[src/rtl/lsu_pkg.sv]
// Shared types and constants for the load/store unit: FSM state, RV32I
// size/sign encodings and the default bus timeout.
package lsu_pkg;

  typedef enum logic [1:0] {
    IDLE = 2'd0,
    BUS  = 2'd1,
    RESP = 2'd2
  } lsu_state_t;

  localparam logic [2:0] LSU_B  = 3'b000;
  localparam logic [2:0] LSU_H  = 3'b001;
  localparam logic [2:0] LSU_W  = 3'b010;
  localparam logic [2:0] LSU_BU = 3'b100;
  localparam logic [2:0] LSU_HU = 3'b101;

  localparam int unsigned LSU_TIMEOUT_DEFAULT = 255;

endpackage

[src/rtl/lsu_lane_extract.sv]
// Load-side lane extraction: selects the byte/halfword addressed by the low
// address bits and sign- or zero-extends it to 32 bits.
module lsu_lane_extract
  import lsu_pkg::*;
(
  input  logic [31:0] rdata,
  input  logic [1:0]  offset,
  input  logic [2:0]  funct3,
  output logic [31:0] result
);

  logic [7:0]  lane_byte;
  logic [15:0] lane_half;

  assign lane_byte = rdata[{offset, 3'b000} +: 8];
  assign lane_half = offset[1] ? rdata[31:16] : rdata[15:0];

  always_comb begin
    // NOTE: every always_comb output gets a default first so no path can infer a latch.
    result = '0;
    case (funct3)
      LSU_B:   result = {{24{lane_byte[7]}}, lane_byte};
      LSU_BU:  result = {24'h0, lane_byte};
      LSU_H:   result = {{16{lane_half[15]}}, lane_half};
      LSU_HU:  result = {16'h0, lane_half};
      LSU_W:   result = rdata;
      default: result = '0;
    endcase
  end

endmodule

[src/rtl/lsu_stage.sv]
// Single-outstanding load/store unit driving a Wishbone-style bus.
// Optional LSU_MISALIGN_TRAP_EN traps misaligned H/W accesses without a bus cycle.
module lsu_stage
  import lsu_pkg::*;
#(
  parameter int unsigned TIMEOUT_CYCLES = LSU_TIMEOUT_DEFAULT
) (
  input  logic        i_clk,
  input  logic        i_rst_n,
  input  logic        i_valid,
  output logic        o_ready,
  input  logic        i_we,
  input  logic [2:0]  i_funct3,
  input  logic [31:0] i_addr,
  input  logic [31:0] i_wdata,
  output logic        o_stall,
  output logic        o_done,
  output logic [31:0] o_rdata,
  output logic        o_err,
`ifdef LSU_MISALIGN_TRAP_EN
  output logic        o_misaligned,
`endif
  output logic        o_bus_cyc,
  output logic        o_bus_stb,
  output logic        o_bus_we,
  output logic [31:0] o_bus_addr,
  output logic [3:0]  o_bus_sel,
  output logic [31:0] o_bus_wdata,
  input  logic [31:0] i_bus_rdata,
  input  logic        i_bus_ack,
  input  logic        i_bus_err
);

  localparam logic [7:0] TIMEOUT_MAX = TIMEOUT_CYCLES[7:0];

  lsu_state_t  state, state_nxt;
  logic        we_q;
  logic [2:0]  funct3_q;
  logic [1:0]  offset_q;
  logic [7:0]  wait_cnt;
  logic [31:0] rdata_q;
  logic        err_q;
  logic        mis_q;
  logic        bus_cyc_q;

  logic        accept;
  logic        legal;
  logic        misaligned;
  logic        go_bus;
  logic        timeout;
  logic [3:0]  sel_nxt;
  logic [31:0] wdata_nxt;
  logic [31:0] load_data;

  assign accept  = i_valid && (state == IDLE);
  assign timeout = (wait_cnt == TIMEOUT_MAX);
  assign go_bus  = legal && !misaligned;

  always_comb begin
    legal = 1'b0;
    case (i_funct3)
      LSU_B, LSU_H, LSU_W: legal = 1'b1;
      LSU_BU, LSU_HU:      legal = !i_we;
      default:             legal = 1'b0;
    endcase
  end

`ifdef LSU_MISALIGN_TRAP_EN
  assign misaligned = (((i_funct3 == LSU_H) || (i_funct3 == LSU_HU)) && i_addr[0]) ||
                      ((i_funct3 == LSU_W) && (i_addr[1:0] != 2'b00));
`else
  assign misaligned = 1'b0;
`endif

  // Store-side lane steering: byte enables and replicated write data.
  always_comb begin
    sel_nxt   = 4'b1111;
    wdata_nxt = i_wdata;
    case (i_funct3)
      LSU_B, LSU_BU: begin
        sel_nxt   = 4'b0001 << i_addr[1:0];
        wdata_nxt = {4{i_wdata[7:0]}};
      end
      LSU_H, LSU_HU: begin
        sel_nxt   = i_addr[1] ? 4'b1100 : 4'b0011;
        wdata_nxt = {2{i_wdata[15:0]}};
      end
      default: begin
        sel_nxt   = 4'b1111;
        wdata_nxt = i_wdata;
      end
    endcase
  end

  lsu_lane_extract u_extract (
    .rdata  (i_bus_rdata),
    .offset (offset_q),
    .funct3 (funct3_q),
    .result (load_data)
  );

  always_ff @(posedge i_clk or negedge i_rst_n) begin
    // NOTE: sequential state uses non-blocking assignments so all registers update together.
    if (!i_rst_n) state <= IDLE;
    else          state <= state_nxt;
  end

  always_comb begin
    state_nxt = state;
    case (state)
      IDLE:    if (accept) state_nxt = go_bus ? BUS : RESP;
      BUS:     if (i_bus_err || i_bus_ack || timeout) state_nxt = RESP;
      RESP:    state_nxt = IDLE;
      default: state_nxt = IDLE;
    endcase
  end

  always_comb begin
    o_ready = (state == IDLE);
    o_done  = (state == RESP);
    o_stall = (state != IDLE) || i_valid;
  end

  always_ff @(posedge i_clk or negedge i_rst_n) begin
    if (!i_rst_n) begin
      we_q        <= 1'b0;
      funct3_q    <= '0;
      offset_q    <= '0;
      wait_cnt    <= '0;
      rdata_q     <= '0;
      err_q       <= 1'b0;
      mis_q       <= 1'b0;
      bus_cyc_q   <= 1'b0;
      o_bus_we    <= 1'b0;
      o_bus_addr  <= '0;
      o_bus_sel   <= '0;
      o_bus_wdata <= '0;
    end else begin
      case (state)
        IDLE: if (accept) begin
          we_q        <= i_we;
          funct3_q    <= i_funct3;
          offset_q    <= i_addr[1:0];
          wait_cnt    <= '0;
          rdata_q     <= '0;
          err_q       <= !go_bus;
          mis_q       <= misaligned;
          bus_cyc_q   <= go_bus;
          o_bus_we    <= go_bus && i_we;
          o_bus_sel   <= go_bus ? sel_nxt : 4'b0000;
          o_bus_addr  <= {i_addr[31:2], 2'b00};
          o_bus_wdata <= wdata_nxt;
        end
        BUS: begin
          wait_cnt <= wait_cnt + 8'd1;
          // Error outranks a simultaneous ack; timeout only if neither arrives.
          if (i_bus_err || i_bus_ack || timeout) begin
            bus_cyc_q <= 1'b0;
            o_bus_we  <= 1'b0;
            o_bus_sel <= 4'b0000;
            err_q     <= i_bus_err || !i_bus_ack;
            rdata_q   <= (i_bus_err || !i_bus_ack || we_q) ? 32'h0 : load_data;
          end
        end
        default: ;
      endcase
    end
  end

  assign o_bus_cyc = bus_cyc_q;
  assign o_bus_stb = bus_cyc_q;
  assign o_rdata   = o_done ? rdata_q : 32'h0;
  assign o_err     = o_done && err_q;
`ifdef LSU_MISALIGN_TRAP_EN
  assign o_misaligned = o_done && mis_q;
`endif

endmodule

[config.mk]
export PLATFORM = sky130hd
export DESIGN_NAME = lsu_stage
export DESIGN_NICKNAME = d
export VERILOG_FILES = /design/src/rtl/lsu_pkg.sv /design/src/rtl/lsu_lane_extract.sv /design/src/rtl/lsu_stage.sv
export SDC_FILE = /design/constraint.sdc
export NUM_CORES = 1
export LEC_CHECK = 0
export CAP_MARGIN = 20
export CORE_MARGIN = 5
export CORE_UTILIZATION = 35
export DETAILED_ROUTE_END_ITERATION = 8
export PLACE_DENSITY = 0.65
export SYNTH_ARGS = -nofsm -noshare
export SYNTH_HDL_FRONTEND = slang
export SYNTH_SLANG_ARGS = --single-unit
[constraint.sdc]
create_clock -name i_clk -period 1.8 [get_ports i_clk]
set_input_delay 0.27 -clock i_clk [delete_from_list [all_inputs] [get_ports i_clk]]
set_output_delay 0.27 -clock i_clk [all_outputs]
set_load 0.02 [all_outputs]
Yosys cells after proc, flatten, opt, wreduce, memory -nomap -nowiden

Cells that the tools add are included.

Register bits after elaboration: 117
Input bits: 105
Word-level logic and storage cells: 81

Add/subtract/negate cells: 1
Eq/ne operators: 13
Shifts and indexed selects: 2
Muxes and demuxes: 29
Reduce and logical (&&, ||, !) cells: 24

Operators by type and width:

| kind                  | number |
|---|---|
| $pmux W32 S5          | 1 |
| $mux W32              | 4 |
| $pmux W32 S2          | 2 |
| $shiftx A32 B6 Y8     | 1 |
| $mux W16              | 1 |
| $mux W4               | 4 |
| $pmux W4 S2           | 2 |
| $pmux W8 S2           | 1 |
| $eq A3 B3 Y1 const B  | 4 |
| $add A8 B1 Y8 const B | 1 |
| $eq A8 B8 Y1 const B  | 1 |
| $mux W8               | 1 |
| $pmux W1 S2           | 4 |
| $eq A3 B1 Y1 const B  | 2 |
| $eq A3 B2 Y1 const B  | 2 |
| $logic_not A3 Y1      | 2 |
| $mux W2               | 3 |
| $reduce_and A2 Y1     | 3 |
| $reduce_or A2 Y1      | 3 |
| $logic_or A1 B1 Y1    | 5 |
| $mux W1               | 5 |
| $pmux W2 S2           | 1 |
| $reduce_bool A2 Y1    | 2 |
| $shl A1 B2 Y4 const A | 1 |
| 9 further kinds       | 13 |

Depth between registers and ports, before layout

Gate-level depths: netlist of the first run.

Depth in word-level cells: 6
Gate-level depth with buffers: 6
Mapped depth without buffers: 5

Hierarchy

A second synthesis of the first run with hierarchy kept.

Cell total of the unflattened synthesis: 688
Area total of the unflattened synthesis: 6317.3 um2

Modules (own cells, without submodules):

| module           | times used | cells each | area each (um2) |
|---|---|---|---|
| lsu_stage        | 1          | 579        | 5505.3 |
| lsu_lane_extract | 1          | 109        | 812.0 |

Worst setup path after synthesis of the first run

Ideal clock, no wire load.

Kind: reg2out
Start point: reg state[1]
End point: out o_rdata[22]
Arrival: 1.334 ns
Required time: 1.530 ns
Slack: 0.196 ns
Cell stages (with the launch flop): 4
Buffers on the path: 1
Cell sequence: dfrtp_1 > nor2b_1 > clkbuf_1 > and2_1

Word-level cells in the longest chain between the ends: 2

Ends and longest elaborated chain:

| element                | line             | text |
|---|---|---|
| start, declared        | lsu_stage.sv:36  | `lsu_state_t state, state_nxt;` |
| start signal, assigned | lsu_stage.sv:105 | `else state <= state_nxt;` |
| $eq A2 B2 Y1           | lsu_stage.sv:120 | `o_done = (state == RESP);` |
| net o_done             | lsu_stage.sv:17  | `output logic o_done,` |
| $mux W32               | lsu_stage.sv:172 | `assign o_rdata = o_done ? rdata_q : 32'h0;` |
| end, declared          | lsu_stage.sv:18  | `output logic [31:0] o_rdata,` |

The timed path passes the listed nets, and every way through them passes these cells.

Worst setup path after layout of the first run

Start point: reg state[0]
End point: out o_rdata[14]

Word-level cells in the longest chain between the ends: 2

Ends and longest elaborated chain:

| element      | line |
|---|---|
| $eq A2 B2 Y1 | lsu_stage.sv:120 |
| $mux W32     | lsu_stage.sv:172 |

Every way passes these cells.

==> summary.md, run 1 <==
| Metric | Value |
|---|---|
| # DRC | `0` |
| Synth warn | `0` |
| Final GP Congestion | `0.844` |
| Post-synthesis compound-gate area fraction | `0.166` |
| Crit Path Class | `reg -> out` |
| Xor/xnor share of the synthesized area | `0` |
| First-pass GRT wire length | `30200 um` |
| Final Skew | `0.0105 ns` |
| # IOs | `212` |
| Die area | `19200 um2` |
| Max_cap viols | `0` |
| DR WL/cell | `17.4 um` |
| Row Count | `47` |
| Final setup violation count | `0` |
| Hold WS | `0.348 ns` |
| Vias/cell | `5.07` |
| Die H | `138 um` |
| Tcrit/Tclk final | `0.991` |
| Final layout net count | `948` |
| Max Clk Rate | `561 MHz` |
| Most frequent cells in the layout | `nand2_1, clkdlybuf4s50_1, dfrtp_1` |
| Startpoint types | `register` |
| Post-synthesis mux area share | `0.0694` |
| Hold WC Path Type | `in -> async` |
| Ys flop type | `dfrtp_1` |
| Unrepaired setup endpoints after global routing | `yes` |
| Synth Area in Adders | `0.00217` |
| Final wirelength | `18700 um` |
| Fin. max-slew vios | `0` |
| Main combinational cell family by area after synthesis | `simple AND/OR/NAND/NOR gates` |
| Crit path DAT | `1.51 ns` |
| Detail Placement HPWL | `13500 um` |
| Cell count after placement | `1038` |
| Clock buffer depth | `2` |
| Tmin final | `1.78 ns` |
| Layout cells sized above 1 | `0.167` |
| CTS tree | `yes` |
| Drt first pass iters | `5` |
| H-tree levels | `4` |
| Avg Inst Size Synth | `9.38 um2` |
| Fill cells | `1458` |
| Largest net degree at the start of global routing | `75` |
| Worst VDD drop | `0.607 mV` |
| P&R area growth vs syn | `55.4%` |
| Root Driver | `clkbuf_16` |
| Initial antenna violation count | `0` |
| Final std cells w/o fill | `1071` |
| Total negative setup slack | `0 ns` |
| Port-buffer cells | `209` |
| Register area share after synthesis | `0.507` |
| Pwr/cell area | `1160 nW/um2` |
| Worst-path clk slew | `0.05 ns` |
| Worst setup EP type | `output port` |
| Die Wd | `138 um` |
| Number of synthesized flops with an enable pin | `0` |
| Grt ovf | `0` |
| Vias in the first global route | `5660` |
| Number of synthesized register bits | `117` |
| Library cells used by synthesis | `47` |
| Final Hold Viols | `0` |
| Cell count after synthesis | `615` |
| Initial Util | `0.352` |
| CTS Sinks | `117` |
| Later-pin clock latency in the skew report | `0.41 ns` |
| Initial DRC count | `236` |
| Global-route usage over all layers | `0.192` |
| Most common cell after layout, fill and taps aside | `nand2_1` |
| Status | `finished, final reports clean` |
| Critical Path RT | `1.53 ns` |
| FFs w/ async S/R, synth | `1.00` |
| Synth Area in Simple Gates | `0.214` |
| Cts bufs inserted | `17` |
| Total number of vias | `5435` |
| Core area | `16400 um2` |
| Leak pwr | `4.27 nW` |
| Antenna cell count | `0` |
| Worst Path Max Fanout | `5` |
| Synthesized area | `5770 um2` |
| Antenna-violating nets left | `0` |
Yosys cell counts (all sizes together), types with 2 or more instances:
master,count,share of area
nand3,10,0.0087
o211ai,2,0.0035
nor2b,4,0.0043
buf,28,0.028
nand4,2,0.0022
a22o,8,0.012
o41ai,2,0.0043
nand2,185,0.12
a221oi,8,0.020
o2bb2ai,14,0.021
nand2b,7,0.0076
mux2,6,0.012
dfrtp,117,0.51
a31oi,16,0.017
nor3,5,0.0043
nor3b,3,0.0056
inv,4,0.0026
nor2,20,0.013
and2,35,0.038
a22oi,3,0.0039
a21oi,20,0.017
mux2i,31,0.054
a21o,19,0.025
clkbuf,15,0.0098
nand4b,2,0.0030
o21ai,34,0.030
a221o,4,0.0069
final cells by class:
| type | instances | area, um2 | area share |
|---|---|---|---|
| Sequential cell | 117 | 2930 | 0.326 |
| Multi-Input combinational cell | 452 | 2690 | 0.300 |
| Timing Repair Buffer | 250 | 2510 | 0.280 |
| Clock buffer | 23 | 498 | 0.0555 |
| Tap cell | 220 | 275 | 0.0307 |
| Clock inverter | 5 | 50.0 | 0.00558 |
| Inverter | 4 | 15.0 | 0.00167 |
repair_timing:
action / 4_1_cts / 5_1_grt
pin swaps: 0 / 8
hold buffers: 1 / 0
endpoints found under the hold margin: 24 / 0
setup buffers: 0 / 1
cloned: 0 / 3
endpoints found under the setup margin: 36 / 27
gates resized for setup: 137 / 62
worst max-delay path, cell delays in order (launching register included):
cell       delay, ns
dfrtp_1         0.40
nor2b_4         0.18
buf_12          0.14
clkbuf_16       0.14
and2_4          0.13
buf_6           0.11
cell families after synthesis:
family | after synthesis
buffers and inverters | 47
muxes | 38
AOI/OAI and AO/OA | 133
other | 1
DFF | 117
and+or+nand+nor | 278
adders and majority gates | 1
worst paths after layout:
| check | from | endpoint | slack [ns] | cells after the start |
|---|---|---|---|---|
| setup / recovery | state[0] | o_rdata[14] | 0.02 | 5 |
| hold / removal | i_rst_n | o_bus_cyc | 0.35 | 2 |
| setup reg to reg | offset_q[1] | rdata_q[12] | 0.07 | 4 |
| hold reg to reg | rdata_q[20] | rdata_q[20] | 0.46 | 1 |
| max in group asynchronous | i_rst_n | o_bus_addr[14] | 0.85 | 3 |
| min in group i_clk | i_addr[12] | o_bus_addr[12] | 0.38 | 3 |
power breakdown:
part	switching [mW]	total (mW)	leakage [nW]	internal, mW
Sequential	0.375	3.53	1.51	3.15
Clock	1.15	3.19	0.276	2.04
Combinational	1.94	3.68	2.49	1.74
flip-flops by register name, indices dropped and copies added, names as in the netlist:
register	flops
o_bus_wdata	32
o_bus_cyc	1
rdata_q	32
funct3_q	3
o_bus_sel	4
err_q	1
offset_q	2
we_q	1
o_bus_addr	30
o_bus_we	1
wait_cnt	8
state	2
routing by layer:
layer | share of wire | global-route usage | vias to the layer above
li1 | - | - | 2567
met1 | 0.41 | 0.233 | 2638
met5 | 0 | 0 | -
met2 | 0.49 | 0.314 | 209
met3 | 0.090 | 0.0784 | 21
met4 | 0.018 | 0.0619 | 0
per-stage QoR:
| step | util | power (mW) | setup WS (ns) | area, um2 |
|---|---|---|---|---|
| after floorplan | - | 5.37 | 0.196 | 5770 |
| after global placement | 0.508 | 7.11 | -0.215 | 8330 |
| after detailed placement | 0.508 | 7.17 | -0.224 | 8330 |
| after CTS | 0.532 | 10.4 | -0.0620 | 8730 |
| after global routing | 0.547 | 10.9 | -0.0464 | 8970 |
| final | 0.547 | 10.4 | 0.0166 | 8970 |
Power figures use the tool's default switching activity.
==> run 2, diff against run 1 <==
Settings changed: HOLD_SLACK_MARGIN set to 0.06, SETUP_SLACK_MARGIN set to 0.3.
==> run 2 against run 1 <==
Compared with the run above:
- power rose by 13%
- routed wire length up 22%
- highest routed layer is now met5
- utilization increased by 8.1 points
- fmax shrank 1.1%
- the flow now finishes with violations (negative setup slack)
- clock-buffer cell count down 1
- via count rose by 8.1%
- largest power group unchanged
==> summary.md, run 2 (same netlist as run 1, synthesis figures left out) <==
| Metric | Value |
|---|---|
| Reg2reg path depth | `8` |
| Crit path DAT | `2.15 ns` |
| Antenna-violating nets left | `0` |
| Worst VDD drop | `0.721 mV` |
| Status | `finished, violations left` |
| Vias/cell | `5.22` |
| Worst setup EP type | `register` |
| Final std cells w/o fill | `1126` |
| First-pass GRT wire length | `31400 um` |
| Fill cells | `1296` |
| H-tree levels | `4` |
| Leak pwr | `5.03 nW` |
| Initial antenna violation count | `1` |
| Final GP Congestion | `0.854` |
| DR WL/cell | `20.3 um` |
| Initial DRC count | `264` |
| Pwr/cell area | `1140 nW/um2` |
| Final setup violation count | `5` |
| Worst Path Max Fanout | `5` |
| Startpoint types | `register` |
| Core area | `16400 um2` |
| Tcrit/Tclk final | `1.00` |
| Grt ovf | `0` |
| Reg2reg end | `rdata_q[10]` |
| Port-buffer cells | `209` |
| Final Hold Viols | `0` |
| DP Worst Slack | `-0.199 ns` |
| Die area | `19200 um2` |
| Cts bufs inserted | `17` |
| Vias in the first global route | `5816` |
| Tightest Pin Transition | `0.579 ns` |
| Most frequent cells in the layout | `nand2_1, dfrtp_1, clkdlybuf4s50_1` |
| Unrepaired setup endpoints after global routing | `yes` |
| Initial Util | `0.352` |
| Crit Path Class | `reg -> reg` |
| Fin. max-slew vios | `0` |
| Failing checks | `negative setup slack` |
| Critical Path RT | `2.14 ns` |
| Row Count | `47` |
| Die Wd | `138 um` |
| Final Skew | `0.00681 ns` |
| Final wirelength | `22900 um` |
| Most common cell after layout, fill and taps aside | `nand2_1` |
| Root Driver | `clkbuf_16` |
| R2r setup slk | `-0.003 ns` |
| Later-pin clock latency in the skew report | `0.42 ns` |
| Layout cells sized above 1 | `0.294` |
| # IOs | `212` |
| Worst slew margin | `0.610` |
| FF/Latch Area | `2930 um2` |
| Worst-path clk slew | `0.06 ns` |
| Max Clk Rate | `555 MHz` |
| Worst r2r src | `state[1]` |
| CTS tree | `yes` |
| Setup ws final | `-0.00298 ns` |
| Clock buffer depth | `2` |
| Total number of vias | `5873` |
| Detail Placement HPWL | `13900 um` |
| Die H | `138 um` |
| CTS Sinks | `117` |
| Max_cap viols | `0` |
| Largest net degree at the start of global routing | `82` |
| Tmin final | `1.80 ns` |
| Biggest registers after layout | `o_bus_wdata (32), rdata_q (32), o_bus_addr (30)` |
| Total negative setup slack | `-0.00841 ns` |
| Footprint of the multi-input gates | `3130 um2` |
| Drt first pass iters | `5` |
| Global-route usage over all layers | `0.202` |
| P&R area growth vs syn | `78.5%` |
| Cell count after placement | `1042` |
| Antenna cell count | `0` |
| Final layout net count | `999` |
| # DRC | `0` |
| Hold WC Path Type | `in -> async` |
run 2: cell count changes in the layout (fill, tap and decap cells not counted), moves of 12 or more:
cell,before,now
nand2_2,1,19
buf_2,12,0
o2bb2ai_1,14,0
o21ai_2,1,13
nand2_1,184,163
clkdlybuf4s50_1,172,103
dlygate4sd2_1,0,67
buf_4,32,48
o21ai_1,0,14
o21ai_0,33,6
buf_6,18,30
run 2: worst max-delay path by stage:
stage | startpoint | endpoint | slack [ns] | depth (start not counted)
2_1_floorplan | offset_q[1] | rdata_q[10] | 0.20 | 5
3_3_place_gp | i_bus_rdata[31] | rdata_q[10] | -0.15 | 5
3_5_place_dp | i_bus_rdata[31] | rdata_q[13] | -0.20 | 5
4_1_cts | state[1] | o_stall | -0.04 | 4
5_1_grt | state[1] | rdata_q[2] | -0.07 | 8
6_report | state[1] | rdata_q[10] | -0.003 | 8
run 2: where the power goes:
group	total (mW)	switching, mW	internal (mW)	leakage, nW
clock network	3.57	1.19	2.37	0.304
registers	3.55	0.395	3.15	1.51
logic	4.59	2.43	2.17	3.21
run 2: critical path, cell delays in order, from the launching register on:
cell and delay, ns:
dfrtp_1 0.38, buf_6 0.12, buf_8 0.12, nand2b_4 0.15
o41ai_4 0.34, bufbuf_16 0.33, buf_12 0.10, buf_16 0.10
o2bb2ai_2 0.09
run 2: metrics by stage:
step           hold slack (ns)   util  power [mW]  area, um2
2_1_floorplan          -0.0256      -        5.39       5800
3_3_place_gp             0.246  0.512        7.15       8390
3_5_place_dp             0.249  0.512        7.24       8390
4_1_cts                  0.361  0.571        10.9       9370
5_1_grt                  0.370  0.628        12.2      10300
6_report                 0.351  0.628        11.7      10300
run 2: repair_timing:
action | 4_1_cts | 5_1_grt
setup endpoints to repair | 147 | 140
cloned | 4 | 24
gates resized for setup | 303 | 139
setup buffers | 14 | 9
pin swaps | 29 | 17
hold buffers | 1 | 0
hold endpoints to repair | 24 | 0
run 2: cell type report:
class / instances / area share
clock buffers: 22 / 0.0451
clock inverters: 10 / 0.0148
inverters: 4 / 0.00146
multi-input cells: 455 / 0.303
flip-flops and latches: 117 / 0.284
well taps: 220 / 0.0267
repair buffers: 298 / 0.324
run 2: layer usage:
metal  wire length (um)  track usage
met4                774       0.0759
met5                 11            0
met3               1810       0.0808
met2              11400        0.326
met1               8890        0.245
==> run 3, diff against run 2 <==
Settings changed: CAP_MARGIN 20 to 40, GPL_TIMING_DRIVEN set to 0.
==> run 3 against run 2 <==
Compared with the run above:
- the flow still finishes with violations (negative setup slack)
- critical endpoint is now o_rdata[8]
- largest power group unchanged
- largest cell class is now flip-flops and latches
- critical path depth shrank 3
- register-to-register slack improved by 0.04 ns
- clock-buffer cell count increased by 1
- design area down 8.0%
- clock power fell by 3%
- fmax is 0.59% lower
- via count is 7.4% lower
==> summary.md, run 3 (same netlist as run 1, synthesis figures left out) <==
| Metric | Value |
|---|---|
| Status | `finished, violations left` |
| Failing checks | `negative setup slack` |
| Vias/cell | `4.90` |
| Setup ws final | `-0.0136 ns` |
| Cts bufs inserted | `17` |
| CTS Sinks | `117` |
| Port-buffer cells | `209` |
| Pwr/cell area | `1150 nW/um2` |
| P&R area growth vs syn | `64.2%` |
| Crit Path Class | `reg -> out` |
| Crit path DAT | `1.54 ns` |
| DR WL/cell | `18.0 um` |
| Max incr delay on CP | `0.44 ns` |
| Worst r2r src | `offset_q[1]` |
| Footprint of the multi-input gates | `2850 um2` |
| Final Hold Viols | `0` |
| Reg2reg end | `rdata_q[8]` |
| Core area | `16400 um2` |
| Antenna-violating nets left | `0` |
| H-tree levels | `4` |
| Die Wd | `138 um` |
| Vias in the first global route | `5674` |
| Worst Path Buf+Inv | `3` |
| Biggest registers after layout | `o_bus_wdata (32), rdata_q (32), o_bus_addr (30)` |
| Most common cell after layout, fill and taps aside | `nand2_1` |
| Reg2reg path depth | `5` |
| Hold WC Path Type | `in -> async` |
| Total number of vias | `5436` |
| Total negative setup slack | `-0.108 ns` |
| Final setup violation count | `14` |
| R2r setup slk | `0.04 ns` |
| Fin. max-slew vios | `0` |
| Max_cap viols | `0` |
| Worst VDD drop | `0.665 mV` |
| Worst-path clk slew | `0.06 ns` |
| Max Clk Rate | `551 MHz` |
| Slowest stage cell on the critical path | `dfrtp_2` |
| CTS tree | `yes` |
| Die H | `138 um` |
| Tightest Pin Transition | `0.588 ns` |
| Later-pin clock latency in the skew report | `0.42 ns` |
| Clock buffer depth | `2` |
| Unrepaired setup endpoints after global routing | `yes` |
| Tcrit/Tclk final | `1.01` |
| Cells along the critical path | `nor2b_4 -> buf_12 -> clkbuf_16 -> and2_4 -> buf_6` |
| Worst slew margin | `0.607` |
| Worst Path Max Fanout | `5` |
| Final Skew | `0.00523 ns` |
| Final layout net count | `983` |
| Root Driver | `clkbuf_16` |
| Largest net degree at the start of global routing | `74` |
| Fill cells | `1462` |
| Initial antenna violation count | `0` |
| # DRC | `0` |
| Initial Util | `0.352` |
| Antenna cell count | `0` |
| Detail Placement HPWL | `14200 um` |
| Drt first pass iters | `5` |
| Final Util | `0.578` |
| Worst setup EP type | `output port` |
| Most frequent cells in the layout | `nand2_1, dfrtp_1, clkdlybuf4s50_1` |
| Grt ovf | `0` |
| # IOs | `212` |
| Layout cells sized above 1 | `0.243` |
| Row Count | `47` |
| First-pass GRT wire length | `31200 um` |
| Critical Path RT | `1.53 ns` |
| Initial DRC count | `284` |
| Die area | `19200 um2` |
| DP Worst Slack | `-0.618 ns` |
| Final wirelength | `20000 um` |
| FF/Latch Area | `2930 um2` |
| Delay-heaviest family, CP | `flip-flops` |
| Final GP Congestion | `0.829` |
| Leak pwr | `4.68 nW` |
| Tmin final | `1.81 ns` |
| Startpoint types | `register` |
| Global-route usage over all layers | `0.207` |
## run 3: changes by cell type in the layout (fill, tap and decap cells not counted), sizes merged
cell / change
clkbuf: +1
buf: -12
nand2: -3
clkdlybuf4s15: -1
bufbuf: -1
dlygate4sd2: +1
bufinv: -1
## run 3: routing by layer
metal	wire (um)	global-route usage	up-vias
li1	-	-	2638
met1	8530	0.258	2552
met2	9350	0.329	219
met3	1810	0.0832	27
met4	338	0.0650	0
met5	0	0	-
## run 3: layout make-up
class | instances | area share
Tap cell | 220 | 0.0290
Timing Repair Buffer | 242 | 0.254
Sequential cell | 117 | 0.310
Multi-Input combinational cell | 452 | 0.300
Inverter | 4 | 0.00158
Buffer | 43 | 0.0428
Clock inverter | 9 | 0.0133
Clock buffer | 23 | 0.0494
## run 3: stage by stage
step                std cells  area, um2  power (mW)  hold slack [ns]
global route             1110       9480        11.4            0.376
finish                   1110       9480        10.9            0.373
CTS                      1097       9170        10.7            0.360
floorplan                 616       5800        5.39          -0.0256
detailed placement       1046       8190        7.12            0.239
global placement         1045       8160        7.09            0.452
## run 3: power breakdown
part           switching [mW]  total (mW)  internal (mW)
Combinational            2.15        3.91           1.76
Clock                    1.21        3.45           2.24
Sequential              0.337        3.49           3.16
## run 3: timing repair
item                                    in CTS  in global routing
endpoints found under the setup margin     196                136
gates cloned                                 4                  0
endpoints found under the hold margin       44                  0
hold buffers                                 1                  0
pin swaps                                   24                 15
buffers inserted                            14                 13
resized for setup                          360                 85
## run 3: worst max path at each step
stage / depth (start not counted) / endpoint / from / slack [ns]
4_1_cts: 5 / o_rdata[8] / state[0] / -0.06
6_report: 5 / o_rdata[8] / state[0] / -0.01
5_1_grt: 5 / o_rdata[15] / state[0] / -0.07
3_3_place_gp: 1 / o_bus_addr[10] / i_rst_n / -4.38
2_1_floorplan: 5 / rdata_q[10] / offset_q[1] / 0.20
3_5_place_dp: 4 / o_rdata[19] / state[1] / -0.62
==> edit 1 (config.mk and constraints of run 3) <==
Add a define of `LSU_MISALIGN_TRAP_EN`.
--- a/src/rtl/lsu_stage.sv
+++ b/src/rtl/lsu_stage.sv
@@ -2,2 +2,4 @@
 // Optional LSU_MISALIGN_TRAP_EN traps misaligned H/W accesses without a bus cycle.
+`define LSU_MISALIGN_TRAP_EN
+
 module lsu_stage
Behaviour (old outputs only; new: o_misaligned): not the same (Yosys sat finds a counterexample within 4 cycles, from zero or initial values and one cycle with i_rst_n low).
==> edit 1 against run 3 <==
- the run still ends with negative setup slack left
- sequential cell count grew 1
- die area about the same
- count of clock-buffer cells in the layout increased by 1
- synthesized area about the same
- design area rose by 5.1%
- setup slack worse by 33 ps
- wire length rose by 1.3%
- total power rose by 5.7%
- largest cell class is now multi-input gates
==> edit 1: results (changes against run 3) <==
DRT
---------------------------------------------------------------------
Detailed Route Iter0 Violations ........................          311   was 284
Vias per std cell ......................................         5.16   was 4.90
DR WL/cell .............................................      18.4 um   was 18.0 um
Via Count ..............................................        5,703   was 5,436

PWR
---------------------------------------------------------------------
Worst-case vdd ir drop .................................     0.658 mV   was 0.665 mV
Power attributed to the clock group ....................    0.00388 W   was 0.00345 W
Switching power ........................................    0.00383 W   was 0.00370 W
Leakage power ..........................................      4.65 nW   was 4.68 nW
Switching share of total power .........................        0.334   was 0.340
Share of power burned in combinational logic ...........        0.359   was 0.361

STA
---------------------------------------------------------------------
Setup slack after layout ...............................     -46.5 ps   was -13.6 ps
Post-Route Hold Slack ..................................       352 ps   was 373 ps
Max transition margin ..................................        0.568   was 0.607
Final setup violation count ............................           31   was 14
Final Skew .............................................      7.41 ps   was 5.23 ps
Top achievable clock speed .............................      542 MHz   was 551 MHz

SYNTHESIS
---------------------------------------------------------------------
Cell variety after synth ...............................           50   was 47
Largest cells by area after synthesis .................. dfrtp_1 51%, nand2_1 11%, mux2i_1 4.9%, o2bb2ai_1 4.7%, and2_1 3.7%   was dfrtp_1 51%, nand2_1 12%, mux2i_1 5.4%, and2_1 3.8%, o21ai_0 2.9%
Most numerous cell types in the synthesized netlist .... 175 x nand2_1, 118 x dfrtp_1, 35 x o21ai_0   was 185 x nand2_1, 117 x dfrtp_1, 35 x and2_1
Synth Area in Compound Gates ...........................        0.172   was 0.166
Fraction of the mapped netlist area in adder cells .....      0.00217   about the same
Cells after Synth ......................................          608   was 615
Multiplexer area fraction after synthesis ..............       0.0700   was 0.0694
Part of the Yosys area used for sequential elements ....        0.511   was 0.507

LAYOUT
---------------------------------------------------------------------
Fillers ................................................        1,344   was 1,462
Layout cell share with drive strength beyond 1 .........        0.288   was 0.243
Layout Nets ............................................          978   was 983
N_diodes ...............................................            0   unchanged

CLOCK NETWORK
---------------------------------------------------------------------
Post-CTS setup repair buffer count .....................           23   was 14
H-tree level count .....................................            4   unchanged
Resize count post-CTS ..................................          401   was 360

SETUP PATH
---------------------------------------------------------------------
R2r setup slk ..........................................         0 ps   was 40 ps
Source of the worst register-to-register timing path ...     state[1]   was offset_q[1]
Critical path peak fanout ..............................           10   was 5
CP Data Arrival Time ...................................      1580 ps   was 1540 ps
Endpoint of the lowest-slack register-to-register path .  rdata_q[30]   was rdata_q[8]

GLOBAL ROUTING
---------------------------------------------------------------------
Largest net degree at the start of global routing ......           61   was 74
Gr usage total .........................................        0.212   was 0.207
First-pass GRT wire length .............................      32.8 mm   was 31.2 mm
Number of global-route vias before repair ..............        5,973   was 5,674

PLACE
---------------------------------------------------------------------
GP Congestion ..........................................        0.856   was 0.829
Placed Cells ...........................................        1,039   was 1,046
PortBufs ...............................................          208   was 209
Detailed placer's ending HPWL ..........................      14.3 mm   was 14.2 mm

STATUS
---------------------------------------------------------------------
Failing checks ......................................... negative setup slack   unchanged
Outcome ................................................ finished, violations left   unchanged

WORST HOLD PATH
---------------------------------------------------------------------
Kind of path behind the tightest hold check ............    in -> reg   was in -> async

-- edit 1: changes by cell type in the layout (fill, tap and decap cells not counted), sizes merged, moves of 4 or more --
cell | before | now
a211oi | 0 | 17
a21o | 19 | 2
a21oi | 20 | 15
a221o | 4 | 0
a22o | 8 | 1
a22oi | 3 | 7
a31oi | 16 | 3
clkbuf | 35 | 42
mux2 | 6 | 11
nand2 | 185 | 175
nand3 | 10 | 3
nor3 | 5 | 0
o221ai | 0 | 5
o2bb2ai | 14 | 32
-- edit 1: how the worst max path moves through the flow --
stage / from / to / slack [ps]
after floorplan: state[1] / rdata_q[22] / 190
after global placement: i_rst_n / o_bus_addr[28] / -4180
after detailed placement: i_bus_err / rdata_q[27] / -360
after CTS: state[0] / o_rdata[19] / -60
after global routing: state[0] / o_rdata[7] / -110
final: state[0] / o_rdata[7] / -50
-- edit 1: area by class of cell --
class | instances | share of cell area
buffer | 45 | 0.0413
multi-input combinational | 440 | 0.320
clock buffer | 24 | 0.0474
tap | 220 | 0.0276
clock inverter | 8 | 0.0195
sequential | 118 | 0.297
inverter | 6 | 0.00226
timing repair buffer | 244 | 0.245
-- edit 1: metrics by stage --
stage / TNS [ps] / instance area, um^2 / setup slack, ps
6_report: -979 / 9960 / -46.5
5_1_grt: -3540 / 9960 / -107
4_1_cts: -1200 / 9750 / -58.2
3_5_place_dp: -25420 / 8320 / -357
3_3_place_gp: -531110 / 8290 / -4180
2_1_floorplan: 0 / 5930 / 188
-- edit 1: critical path, stage by stage (launching register included) --
cell	delay, ps
dfrtp_2	450
nor2b_4	170
buf_12	160
buf_8	120
and2_1	140
buf_6	120
-- edit 1: per-layer routing --
layer	wire length, um	GRT usage	up-vias
met4	505	0.0764	0
met1	8520	0.268	2795
li1	-	-	2638
met2	9800	0.342	226
met5	0	0	-
met3	1460	0.0673	44
==> edit 2 (settings of run 3) <==
Made on the original files. The 3 states of `lsu_state_t` get a one-hot encoding in 3 bits.
--- a/src/rtl/lsu_pkg.sv
+++ b/src/rtl/lsu_pkg.sv
@@ -4,6 +4,6 @@
 
-  typedef enum logic [1:0] {
-    IDLE = 2'd0,
-    BUS  = 2'd1,
-    RESP = 2'd2
+  typedef enum logic [2:0] {
+    IDLE = 3'b001,
+    BUS  = 3'b010,
+    RESP = 3'b100
   } lsu_state_t;
Behaviour: no difference found for any inputs over 4 cycles, from zero or initial values and one cycle with i_rst_n low; so few cycles prove little.
==> edit 2 against run 3 <==
- the flow still finishes with violations (negative setup slack)
- final cell count decreased by 4.5%
- critical path depth unchanged
- sequential cell count grew 1
- synthesized area down 3.5%
- design area rose by 2.7%
- wire length rose by 0.37%
- count of clock-buffer cells in the layout shrank 5
- die area decreased by 3.2%
- setup slack got worse by 99 ps
- global-route usage rose by 0.50 points
- sequential power is 17% higher
- total power grew 24%
==> edit 2: results (changes against run 3) <==
PWR
------------------------------------------------------------------
Worst-case vdd ir drop ..............................     0.698 mV   was 0.665 mV
Leakage power .......................................      4.60 nW   was 4.68 nW

SYNTHESIS
------------------------------------------------------------------
Part of the Yosys area used for sequential elements .        0.530   was 0.507
Async set-reset flop share out of synthesis .........         1.00   unchanged
Largest cells by area after synthesis ............... dfrtp_1 53%, nand2_1 11%, mux2i_1 5.4%, and2_1 3.8%, o2bb2ai_1 3.1%   was dfrtp_1 51%, nand2_1 12%, mux2i_1 5.4%, and2_1 3.8%, o21ai_0 2.9%
Most numerous cell types in the synthesized netlist . 160 x nand2_1, 117 x dfrtp_1, 34 x and2_1, 34 x o21ai_0, 30 x mux2i_1   was 185 x nand2_1, 117 x dfrtp_1, 35 x and2_1
Cell variety after synth ............................           53   was 47

STA
------------------------------------------------------------------
Final setup violation count .........................           66   was 14
Max transition margin ...............................        0.417   was 0.607
Setup slack after layout ............................      -112 ps   was -13.6 ps
Final Skew ..........................................      7.04 ps   was 5.23 ps

GLOBAL ROUTING
------------------------------------------------------------------
Largest net degree at the start of global routing ...           81   was 74
Gr usage total ......................................        0.212   was 0.207
First-pass GRT wire length ..........................      30.2 mm   was 31.2 mm

DRT
------------------------------------------------------------------
Total Wirelength ....................................      20.1 mm   was 20.0 mm
Vias per std cell ...................................         5.08   was 4.90

PLACE
------------------------------------------------------------------
GP Congestion .......................................        0.864   was 0.829
Detailed placer's ending HPWL .......................      13.9 mm   was 14.2 mm
Post-place setup slack ..............................      -639 ps   was -618 ps

STATUS
------------------------------------------------------------------
Failing checks ...................................... negative setup slack   unchanged
Outcome ............................................. finished, violations left   unchanged

SETUP PATH
------------------------------------------------------------------
Worst stage delay on the critical path ..............       600 ps   was 440 ps
Critical path peak fanout ...........................            7   was 5
CP Data Arrival Time ................................      1640 ps   was 1540 ps
Slowest library cell on the worst path ..............      dfstp_2   was dfrtp_2

LAYOUT
------------------------------------------------------------------
Layout cell share with drive strength beyond 1 ......        0.303   was 0.243

-- edit 2: final cells by class --
| class | instances | area (um^2) |
|---|---|---|
| Fill cell | 1331 | 6030 |
| Sequential cell | 118 | 2960 |
| Multi-Input combinational cell | 400 | 2910 |
| Timing Repair Buffer | 252 | 2550 |
| Clock buffer | 18 | 439 |
| Buffer | 39 | 430 |
| Tap cell | 216 | 270 |
| Clock inverter | 13 | 156 |
| Inverter | 4 | 15.0 |
-- edit 2: timing repair --
item                                    4_1_cts  5_1_grt
buffers inserted                             20       13
hold buffers                                  1        0
pin swaps                                    20       12
endpoints found under the setup margin      221      150
endpoints found under the hold margin        38        0
cloned                                        5        2
gates resized for setup                     389      104
-- edit 2: metal layers --
layer / wire length, um / global-route usage / vias to the layer above
li1: - / - / 2516
met1: 8200 / 0.256 / 2626
met2: 9850 / 0.353 / 222
met3: 1730 / 0.0781 / 23
met4: 317 / 0.0644 / 0
met5: 0 / 0 / -
-- edit 2: worst paths after layout --
check	from	to	slack, ps	cells after the start
max	state[0]	o_rdata[31]	-110	5
min	i_rst_n	o_bus_addr[4]	350	2
max reg2reg	state[0]	rdata_q[18]	-70	6
min reg2reg	o_bus_addr[25]	o_bus_addr[25]	460	2
max in group asynchronous	i_rst_n	o_bus_sel[3]	720	3
min in group i_clk	i_addr[22]	o_bus_addr[22]	390	3
-- edit 2: cells by family after synthesis --
logic type | after synthesis | synth area share
multiplexers | 38 | 0.0701
AO/OA/AOI/OAI | 114 | 0.153
flip-flops | 118 | 0.530
other | 1 | 0.000673
adder cells (fa/ha/maj) | 1 | 0.00225
buffers and inverters | 43 | 0.0341
AND/OR/NAND/NOR | 245 | 0.209
-- edit 2: power by group --
group          internal, W  switching (W)
logic              0.00269        0.00328
registers          0.00351       0.000567
clock network      0.00220        0.00125
-- edit 2: per-stage QoR --
step                 util  total power (W)  std cells
floorplan               -          0.00683        561
global placement    0.513          0.00931        986
detailed placement  0.515          0.00942        988
CTS                 0.590           0.0130       1045
global route        0.617           0.0142       1060
finish              0.617           0.0135       1060
